<file path="config.mk">
export PLATFORM = sky130hd
export DESIGN_NAME = ctrl_fsm
export DESIGN_NICKNAME = d
export VERILOG_FILES = /design/src/rtl/ctrl_fsm.sv
export SDC_FILE = /design/constraint.sdc
export NUM_CORES = 1
export LEC_CHECK = 0
export ABC_AREA = 1
export BUFFER_PORTS_ARGS = -buffer_cell sky130_fd_sc_hd__buf_4
export CORE_AREA = 2 2 48 50
export CTS_BUF_LIST = sky130_fd_sc_hd__clkbuf_8
export CTS_CLUSTER_SIZE = 28
export DETAILED_ROUTE_END_ITERATION = 10
export DIE_AREA = 0 0 50 52
export PLACE_DENSITY_LB_ADDON = 0.08
export SLEW_MARGIN = 5
export SYNTH_ARGS = -nofsm -noshare
export SYNTH_HDL_FRONTEND = slang
export SYNTH_SLANG_ARGS = --single-unit
export TNS_END_PERCENT = 50
</file>
<file path="constraint.sdc">
create_clock -name clk -period 3.25 [get_ports clk]
set_input_delay 0 -clock clk [delete_from_list [all_inputs] [get_ports clk]]
set_output_delay 0 -clock clk [all_outputs]
set_load 0.005 [all_outputs]
</file>
<file path="src/rtl/ctrl_fsm.sv">
// ctrl_fsm: multi-cycle processor control FSM (FETCH/DECODE/EXEC/MEM/WB).
// Optional build macro ILLEGAL_TRAP_EN: unlisted opcodes enter TRAP and raise
// a sticky illegal flag until reset. Without it they retire as a 2-cycle NOP.
module ctrl_fsm (
  input  logic       clk,
  input  logic       rst,
  input  logic [5:0] opcode,
  input  logic       mem_ready,
  output logic [3:0] ALUOp,
  output logic       mem_read,
  output logic       mem_write,
  output logic       ir_write,
  output logic       pc_write,
  output logic       branch,
  output logic       branch_ne,
  output logic       jump,
  output logic       reg_write,
  output logic       reg_dst,
  output logic       alu_src,
  output logic       mem_to_reg,
  output logic [2:0] state,
  output logic       illegal
);

  typedef enum logic [2:0] {
    FETCH  = 3'd0,
    DECODE = 3'd1,
    EXEC   = 3'd2,
    MEM    = 3'd3,
    WB     = 3'd4,
    TRAP   = 3'd5,
    RSV6   = 3'd6,
    RSV7   = 3'd7
  } state_t;

  localparam logic [5:0] OP_RTYPE = 6'b000000;
  localparam logic [5:0] OP_J     = 6'b000010;
  localparam logic [5:0] OP_BEQ   = 6'b000100;
  localparam logic [5:0] OP_BNE   = 6'b000101;
  localparam logic [5:0] OP_ADDI  = 6'b001000;
  localparam logic [5:0] OP_SLTI  = 6'b001010;
  localparam logic [5:0] OP_SLTIU = 6'b001011;
  localparam logic [5:0] OP_ANDI  = 6'b001100;
  localparam logic [5:0] OP_ORI   = 6'b001101;
  localparam logic [5:0] OP_XORI  = 6'b001110;
  localparam logic [5:0] OP_LW    = 6'b100011;
  localparam logic [5:0] OP_SW    = 6'b101011;

  function automatic logic is_alu_imm(input logic [5:0] op);
    return op inside {OP_ADDI, OP_SLTI, OP_SLTIU, OP_ANDI, OP_ORI, OP_XORI};
  endfunction

  function automatic logic is_legal(input logic [5:0] op);
    return is_alu_imm(op) || (op inside {OP_RTYPE, OP_J, OP_BEQ, OP_BNE, OP_LW, OP_SW});
  endfunction

  // Branches and ALU-immediates carry their ALU class in the low opcode nibble.
  function automatic logic [3:0] alu_class(input logic [5:0] op);
    if (op == OP_RTYPE) return 4'b1111;
    if (is_alu_imm(op) || op == OP_BEQ || op == OP_BNE) return op[3:0];
    return 4'b0000;
  endfunction

  state_t     st_q, st_nxt;
  logic [5:0] op_q, op_nxt;
  logic [3:0] n_alu;
  logic       n_mem_read, n_mem_write, n_branch, n_branch_ne, n_jump;
  logic       n_reg_write, n_reg_dst, n_alu_src, n_mem_to_reg;

  // Next state and next latched opcode.
  always_comb begin
    st_nxt = st_q;
    op_nxt = op_q;
    case (st_q)
      FETCH:  if (mem_read && mem_ready) st_nxt = DECODE;
      DECODE: begin
        op_nxt = opcode;
        if (is_legal(opcode)) st_nxt = EXEC;
`ifdef ILLEGAL_TRAP_EN
        else st_nxt = TRAP;
`else
        else st_nxt = FETCH;
`endif
      end
      EXEC: begin
        if (op_q == OP_RTYPE || is_alu_imm(op_q)) st_nxt = WB;
        else if (op_q == OP_LW || op_q == OP_SW) st_nxt = MEM;
        else st_nxt = FETCH;
      end
      MEM:  if (mem_ready) st_nxt = (op_q == OP_LW) ? WB : FETCH;
      WB:   st_nxt = FETCH;
`ifdef ILLEGAL_TRAP_EN
      TRAP: st_nxt = TRAP;
`else
      TRAP: st_nxt = FETCH;
`endif
      default: st_nxt = FETCH;
    endcase
  end

  // Registered outputs are decoded from the state being entered.
  always_comb begin
    n_alu        = '0;
    n_mem_read   = 1'b0;
    n_mem_write  = 1'b0;
    n_branch     = 1'b0;
    n_branch_ne  = 1'b0;
    n_jump       = 1'b0;
    n_reg_write  = 1'b0;
    n_reg_dst    = 1'b0;
    n_alu_src    = 1'b0;
    n_mem_to_reg = 1'b0;
    case (st_nxt)
      FETCH: n_mem_read = 1'b1;
      EXEC: begin
        n_alu       = alu_class(op_nxt);
        n_alu_src   = is_alu_imm(op_nxt) || op_nxt == OP_LW || op_nxt == OP_SW;
        n_branch    = (op_nxt == OP_BEQ) || (op_nxt == OP_BNE);
        n_branch_ne = (op_nxt == OP_BNE);
        n_jump      = (op_nxt == OP_J);
      end
      MEM: begin
        n_mem_read  = (op_nxt == OP_LW);
        n_mem_write = (op_nxt == OP_SW);
      end
      WB: begin
        n_reg_write  = 1'b1;
        n_reg_dst    = (op_nxt == OP_RTYPE);
        n_mem_to_reg = (op_nxt == OP_LW);
      end
      default: ;
    endcase
  end

`ifdef ILLEGAL_TRAP_EN
  logic illegal_q;
  assign illegal = illegal_q;
`else
  assign illegal = 1'b0;
`endif

  // State, opcode latch and output registers.
  always_ff @(posedge clk) begin
    if (rst) begin
      st_q       <= FETCH;
      op_q       <= '0;
      ALUOp      <= '0;
      mem_read   <= 1'b0;
      mem_write  <= 1'b0;
      branch     <= 1'b0;
      branch_ne  <= 1'b0;
      jump       <= 1'b0;
      reg_write  <= 1'b0;
      reg_dst    <= 1'b0;
      alu_src    <= 1'b0;
      mem_to_reg <= 1'b0;
`ifdef ILLEGAL_TRAP_EN
      illegal_q  <= 1'b0;
`endif
    end else begin
      st_q       <= st_nxt;
      op_q       <= op_nxt;
      ALUOp      <= n_alu;
      mem_read   <= n_mem_read;
      mem_write  <= n_mem_write;
      branch     <= n_branch;
      branch_ne  <= n_branch_ne;
      jump       <= n_jump;
      reg_write  <= n_reg_write;
      reg_dst    <= n_reg_dst;
      alu_src    <= n_alu_src;
      mem_to_reg <= n_mem_to_reg;
`ifdef ILLEGAL_TRAP_EN
      illegal_q  <= (st_nxt == TRAP);
`endif
    end
  end

  // Fetch completion is gated by the registered mem_read, so the first cycle
  // after reset (strobes still low) cannot retire a fetch.
  assign ir_write = (st_q == FETCH) && mem_read && mem_ready && !rst;
  assign pc_write = ir_write;
  assign state    = st_q;

endmodule

</file>
==> metrics.md, run 1 <==
| Metric | Value |
|---|---|
| Largest net degree at the start of global routing | `14` |
| Combinational cell fraction of total power | `about an eighth` |
| Fraction of synthesized cell area taken by the top area cell type | `42.05%` |
| Cts bufs inserted | `3` |
| PnR worst setup slack | `1.632 ns` |
| Die Outline Area | `2600 um^2` |
| Outcome | `completed` |
| Via count of the first global-routing pass | `852` |
| Synth warn | `0` |
| Overflow after GRT | `0` |
| Most area-consuming cells after synthesis | `sky130_fd_sc_hd__dfxtp_1 (42%), sky130_fd_sc_hd__nand2_1 (12%), sky130_fd_sc_hd__inv_1 (7.5%), sky130_fd_sc_hd__nand3_1 (5.7%), sky130_fd_sc_hd__nor2_1 (5.7%)` |
| Number of rows created at floorplan | `17` |
| Fraction of final layout cells with drive strength greater than 1 | `24.56%` |
| Number of flip-flops in the largest register | `6` |
| Total wirelength of the detailed-routed design | `~2.3 mm` |
| Pre-antenna DRT Iters | `4` |
| Final TNS setup | `0 ns` |
| Final Max Tran Viols | `0` |
| Nets | `around 180` |
| DRT iter0 DRCs | `30` |
| Total of hold buffers inserted after clock tree synthesis | `1` |
| Crit share post-route | `approximately half` |
| Setup crit start kind | `flop` |
| Power density of the placed cells | `462.7 nW/um^2` |
| Fraction of power spent switching nets | `23.31%` |
| Clock latency on the worst-skew pair | `around 0.27 ns` |
| Worst-case clock skew | `0.005530 ns` |
| Antenna diode instance count | `0` |
| Half-perimeter wire length of the detailed placement result | `1.748 mm` |
| HP Class | `in -> reg` |
| Part of the total power dissipated in the clock network | `41.8%` |
| Fillcell total | `201` |
| Req. time, crit path | `3.44 ns` |
| Path type of the worst setup path | `reg -> reg` |
| Fraction of power consumed by sequential logic | `45.8%` |
| CTS max path bufs | `2` |
| Port Buf Inserts | `26` |
| H-tree lvl count | `1` |
| Mean number of vias per cell | `4.915` |
| Chip width | `50 um` |
| TritonCTS clock tree | `yes` |
| Post-CTS sizing | `0` |
| Clock tree root buffer cell | `sky130_fd_sc_hd__clkbuf_8` |
| Gate count of the mapped netlist | `146` |
| Count of endpoints failing hold in the final timing report | `0` |
| Detail-routed net length per standard cell | `between 10 and 15 um` |
| RSZ-0062 raised after global routing | `no` |
| Count of maximum capacitance violations | `0` |
| Syn Area/Cell | `7.173 um^2` |
| Number of vias in the routed layout | `between 900 and 1k` |
| Area growth, synth to finish | `25.93%` |
| Sw Pwr | `142.2 uW` |
| Placeable Area | `between 2000 and 2500 um^2` |
| Synthesized area | `approximately 1000 um^2` |
| Number of storage elements in the synthesis netlist | `22` |
| Initial antenna violation count | `0` |
| Pre-CTS worst setup slack | `between 1.5 and 2 ns` |
| Postcts setup bufs | `0` |
| Setup violations, final | `0` |
| Post-synthesis sequential area ratio | `42.05%` |
| Worst path arrival time | `1.81 ns` |
| Total number of clock tree sinks | `22` |
| Kind of capture point of the worst setup path | `flop` |
| Final weighted congestion in routability-driven placement | `0.9357` |
| Top-Level Pins | `28` |
| Starting density of the core | `just under 50%` |
| Distinct cell type count after synthesis | `25` |
| Syn_nets | `about 160` |
| Minimum clock period | `1.618 ns` |
| CTS clock-pin slew for the worst setup and hold paths | `0.08 ns` |
| Static power due to leakage | `0.0006435 uW` |
| Internal | `468.0 uW` |
| Top register by number of flip-flops | `op_q` |
| Global routing usage summed across all routing layers | `19.57%` |
| Yosys top cell by area | `sky130_fd_sc_hd__dfxtp_1` |
| Antenna-violating nets left | `0` |
| Peak Freq | `0.6179 GHz` |
| Number of design rule violations left after detail routing | `0` |
| Max FO, Critical Path | `11` |
| Wire length of the first global-routing pass | `3.795 mm` |
| Worst-case vdd ir drop | `0.3276 mV` |
| Die Ht | `52 um` |
## power by group through the flow
stage / Sequential [uW] / Clock, uW / Combinational [uW]
5_1_grt: 281 / 271 / 84.5
2_1_floorplan: 284 / 0 / 52.9
6_report: 280 / 255 / 75.2
3_3_place_gp: 286 / 0 / 72.2
4_1_cts: 280 / 262 / 74.7
3_5_place_dp: 286 / 0 / 73.2
## through the flow
step                std cells  hold slack, ns  utilization, %  total power [uW]  instance area (um^2)
floorplan                 146          0.1602               -             337.1                  1047
global placement          194          0.2713           58.76             358.2                  1237
detailed placement        194          0.2696           58.76             359.3                  1237
CTS                       199          0.1432           62.63             615.9                  1319
global route              199          0.1706           62.63             636.1                  1319
finish                    199          0.1493           62.63             610.2                  1319
## placed cells by master (no fill, tap or decap), drive strengths merged
master and instances:
nand2 38, nand3b 2, nor4 1, clkbuf 3, conb 1, bufinv 1
and2 1, nand4 4, nand3 13, nor3 5, or2 1, nor2 18
buf 26, dlygate4sd3 1, a21oi 7, o21ai 5, dfxtp 22, inv 22
## critical path: stages (launching register included)
cell                      delay (ns)
sky130_fd_sc_hd__dfxtp_1        0.36
sky130_fd_sc_hd__nor2_4         0.24
sky130_fd_sc_hd__nand2_4        0.16
sky130_fd_sc_hd__nor2_1         0.13
sky130_fd_sc_hd__nand4_1        0.14
sky130_fd_sc_hd__or2_1          0.34
sky130_fd_sc_hd__nor3_1         0.16
## metal layers
| metal | track usage, % | share of wire, % |
|---|---|---|
| met5 | 0 | 0 |
| met4 | 9.722 | 1.9 |
| met3 | 2.874 | 7.1 |
| met2 | 33.33 | 47 |
| met1 | 24.01 | 44 |
## cell usage after synthesis
cell type                  number
sky130_fd_sc_hd__nand2_2        4
sky130_fd_sc_hd__conb_1         1
sky130_fd_sc_hd__buf_6          1
sky130_fd_sc_hd__or2_1          1
sky130_fd_sc_hd__buf_2          2
sky130_fd_sc_hd__nor2_4         1
sky130_fd_sc_hd__inv_2          1
sky130_fd_sc_hd__inv_1         21
sky130_fd_sc_hd__nand3b_1       2
sky130_fd_sc_hd__nor2_1        16
sky130_fd_sc_hd__nor4_2         1
sky130_fd_sc_hd__nand2_4        1
sky130_fd_sc_hd__nor2_2         1
sky130_fd_sc_hd__nand4_1        4
sky130_fd_sc_hd__nand3_2        1
sky130_fd_sc_hd__o21ai_4        2
sky130_fd_sc_hd__nand3_1       12
sky130_fd_sc_hd__o21ai_0        3
sky130_fd_sc_hd__a21oi_1        7
sky130_fd_sc_hd__and2_1         1
sky130_fd_sc_hd__nor3_1         5
sky130_fd_sc_hd__dfxtp_1       22
sky130_fd_sc_hd__nand2_1       33
sky130_fd_sc_hd__clkbuf_1       1
sky130_fd_sc_hd__buf_4          2
## logic make-up after synthesis
group           synth area share, %
flops                         42.05
buf+inv                       11.71
other cells                  0.3581
simple gates                  37.99
compound gates                7.884
## layout make-up
type | count | area [um^2] | area share, %
tap | 28 | 35.03 | 2.657
clock inverter | 1 | 30.03 | 2.277
clock buffer | 3 | 41.29 | 3.131
inverter | 22 | 82.58 | 6.262
sequential | 22 | 440.4 | 33.40
multi-input combinational | 96 | 484.2 | 36.72
timing repair buffer | 27 | 205.2 | 15.56
## path summary, 6_finish.rpt
kind         depth (start not counted)  slack (ns)                start                 end
max                                  6        1.63  state[2]$_SDFF_PP0_     jump$_SDFF_PP0_
min                                  4        0.15            opcode[5]  op_q[5]$_SDFF_PP0_
max reg2reg                          6        1.63  state[2]$_SDFF_PP0_     jump$_SDFF_PP0_
min reg2reg                          4        0.61   op_q[5]$_SDFF_PP0_  op_q[5]$_SDFF_PP0_
No activity file was read; power rests on OpenSTA's default activity.
==> run 2: changes to the inputs <==
clock period = 1.7 ns   (was 3.25 ns; I/O delays follow)
==> metrics.md, run 2 (synthesis results as in run 1) <==
| Metric | Value |
|---|---|
| Number of rows created at floorplan | `17 (unchanged)` |
| Clock tree root buffer cell | `sky130_fd_sc_hd__clkbuf_8` |
| Final Max Tran Viols | `0 (unchanged)` |
| Worst path arrival time | `1.68 ns (-0.13 ns)` |
| Number of design rule violations left after detail routing | `0 (unchanged)` |
| Req. time, crit path | `1.85 ns (-1.59 ns)` |
| Largest net degree at the start of global routing | `13 (-1)` |
| Total number of clock tree sinks | `22 (unchanged)` |
| Outcome | `completed` |
| Top-Level Pins | `28 (unchanged)` |
| Capturing point of the worst reg2reg path | `ALUOp[1]$_SDFF_PP0_` |
| Final instance area | `1316 um^2 (-0.19%)` |
| Top register by number of flip-flops | `op_q` |
| Antenna-violating nets left | `0 (unchanged)` |
| CTS max path bufs | `2 (unchanged)` |
| Slowest-stage cell, CP | `sky130_fd_sc_hd__dfxtp_1` |
| Leading cell types in the layout, fill and taps excluded | `sky130_fd_sc_hd__nand2_1 (33), sky130_fd_sc_hd__buf_4 (27), sky130_fd_sc_hd__dfxtp_1 (21), sky130_fd_sc_hd__inv_1 (21), sky130_fd_sc_hd__nor2_1 (15)` |
| Pre-CTS worst setup slack | `0.1323 ns (-1.572 ns)` |
| Wire length of the first global-routing pass | `3.657 mm (-3.6%)` |
| HP Start | `opcode[4]` |
| Area growth, synth to finish | `25.69%` |
| Nets | `182 (+0.55%)` |
| Pre-antenna DRT Iters | `4 (unchanged)` |
| Cell depth of the worst setup path | `10 (+4)` |
| Count of endpoints failing hold in the final timing report | `0 (unchanged)` |
| Buf+Inv Stages, Crit Path | `0 (unchanged)` |
| R2r setup slk | `0.17 ns (-1.46 ns)` |
| HP Class | `in -> reg` |
| Placeable Area | `2106 um^2 (unchanged)` |
| Initial antenna violation count | `0 (unchanged)` |
| Fraction of final layout cells with drive strength greater than 1 | `26.74% (+2.2 points)` |
| Via count of the first global-routing pass | `852 (unchanged)` |
| Number of flip-flops in the largest register | `6 (unchanged)` |
| Area of combinational cells with multiple inputs | `489.2 um^2 (+1.0%)` |
| WHS | `0.1504 ns (+0.001121 ns)` |
| Fillcell total | `190 (-5.5%)` |
| H-tree lvl count | `1 (unchanged)` |
| CP top delay family | `simple AND/OR/NAND/NOR gates` |
| Power density of the placed cells | `790.3 nW/um^2 (+71%)` |
| Placed cell areas | `1237 um^2 (unchanged)` |
| Number of vias in the routed layout | `982 (+0.41%)` |
| Chip width | `50 um (unchanged)` |
| Critical path capture point | `ALUOp[1]$_SDFF_PP0_` |
| Setup crit start kind | `flop` |
| Register area | `441.7 um^2 (+0.28%)` |
| Final TNS setup | `0 ns (unchanged)` |
| Minimum clock period | `1.526 ns (-0.09223 ns)` |
| Detail-routed net length per standard cell | `10.90 um (-4.2%)` |
| RSZ-0062 raised after global routing | `no` |
| Final weighted congestion in routability-driven placement | `0.9355 (about the same)` |
| Worst-case clock skew | `0.002951 ns (-0.002579 ns)` |
| FF-to-FF path depth | `10 (+4)` |
| Final instance count without filler cells | `200 (+0.50%)` |
| Crit share post-route | `89.77% (+40 points)` |
| Worst-case vdd ir drop | `0.8573 mV (+160%)` |
| Total wirelength of the detailed-routed design | `2.179 mm (-3.8%)` |
| Starting density of the core | `49.73% (unchanged)` |
| Critical path origin | `state[1]$_SDFF_PP0_` |
| CTS clock-pin slew for the worst setup and hold paths | `0.07 ns (about the same)` |
| FF-to-FF Start | `state[1]$_SDFF_PP0_` |
| Die Outline Area | `2600 um^2 (unchanged)` |
| Cell mode on critical path | `sky130_fd_sc_hd__nand2_1` |
| # placed instances | `194 (unchanged)` |
| Overflow after GRT | `0 (unchanged)` |
| Static power due to leakage | `0.0006440 uW (about the same)` |
| Max FO, Critical Path | `11 (unchanged)` |
| Port Buf Inserts | `26 (unchanged)` |
| Path type of the worst setup path | `reg -> reg` |
| Mean number of vias per cell | `4.910 (about the same)` |
| Cell breakdown of the critical path | `nor2_4, nand2_4, nand2_1, nand2_1, nand2_2, nor2_1, nand2_1, nand2_2, nand2_1, a21oi_1` |
| Die Ht | `52 um (unchanged)` |
| Half-perimeter wire length of the detailed placement result | `1.716 mm (-1.9%)` |
| Peak Freq | `0.6553 GHz (+6.0%)` |
| DRT iter0 DRCs | `42 (+40%)` |
| Kind of capture point of the worst setup path | `flop` |
| Antenna diode instance count | `0 (unchanged)` |
| Count of maximum capacitance violations | `0 (unchanged)` |
| Global routing usage summed across all routing layers | `18.88% (-0.69 points)` |
| PnR worst setup slack | `0.1740 ns (-1.458 ns)` |
| Clock latency on the worst-skew pair | `0.26 ns (about the same)` |
| Cts bufs inserted | `3 (unchanged)` |
| Most common cell after layout, fill and taps aside | `sky130_fd_sc_hd__nand2_1` |
| Maximum single-stage delay on the critical path | `0.35 ns (about the same)` |
| Setup violations, final | `0 (unchanged)` |
| TritonCTS clock tree | `yes` |
## run 2: what timing repair did
action	CTS	global route
buffers inserted	0	1
resized for setup	0	3
endpoints found under the hold margin	3	0
setup endpoints to repair	0	8
hold buffers	1	0
## run 2: how the worst min path moves through the flow
stage / end / slack (ns) / cells after the start
5_1_grt: op_q[1]$_SDFF_PP0_ / 0.19 / 5
6_report: op_q[4]$_SDFF_PP0_ / 0.15 / 4
4_1_cts: op_q[4]$_SDFF_PP0_ / 0.14 / 4
3_3_place_gp: op_q[3]$_SDFF_PP0_ / 0.27 / 2
3_5_place_dp: mem_read$_SDFF_PP0_ / 0.27 / 2
2_1_floorplan: ir_write / 0.16 / 2
## run 2: through the flow
| stage | util [%] | power [uW] |
|---|---|---|
| floorplan | - | 644.5 |
| global placement | 58.76 | 684.9 |
| detailed placement | 58.76 | 685.5 |
| CTS | 61.85 | 1049 |
| global route | 62.51 | 1097 |
| finish | 62.51 | 1040 |
## run 2: layout make-up
class	instances	area share, %
inverters	22	6.274
flip-flops and latches	22	33.56
repair buffers	28	16.16
well taps	28	2.662
clock buffers	4	4.183
multi-input cells	96	37.17
## run 2: per-layer routing
layer | vias to the layer above | routed length (um) | GRT usage (%)
li1 | 505 | - | -
met1 | 433 | 927 | 22.36
met2 | 39 | 1039 | 32.24
met3 | 5 | 181 | 4.598
met4 | 0 | 31 | 8.333
met5 | - | 0 | 0
## run 2: power by group
group	internal (uW)	switching, uW	leakage [uW]
clock network	206	154	0.0000288
logic	55.4	89.2	0.000437
registers	526	9.21	0.000179
## run 2: worst min-delay path: stages
cell,delay (ns)
sky130_fd_sc_hd__buf_4,0.09
sky130_fd_sc_hd__nand3b_1,0.11
sky130_fd_sc_hd__nand2_1,0.09
sky130_fd_sc_hd__nor2_1,0.09
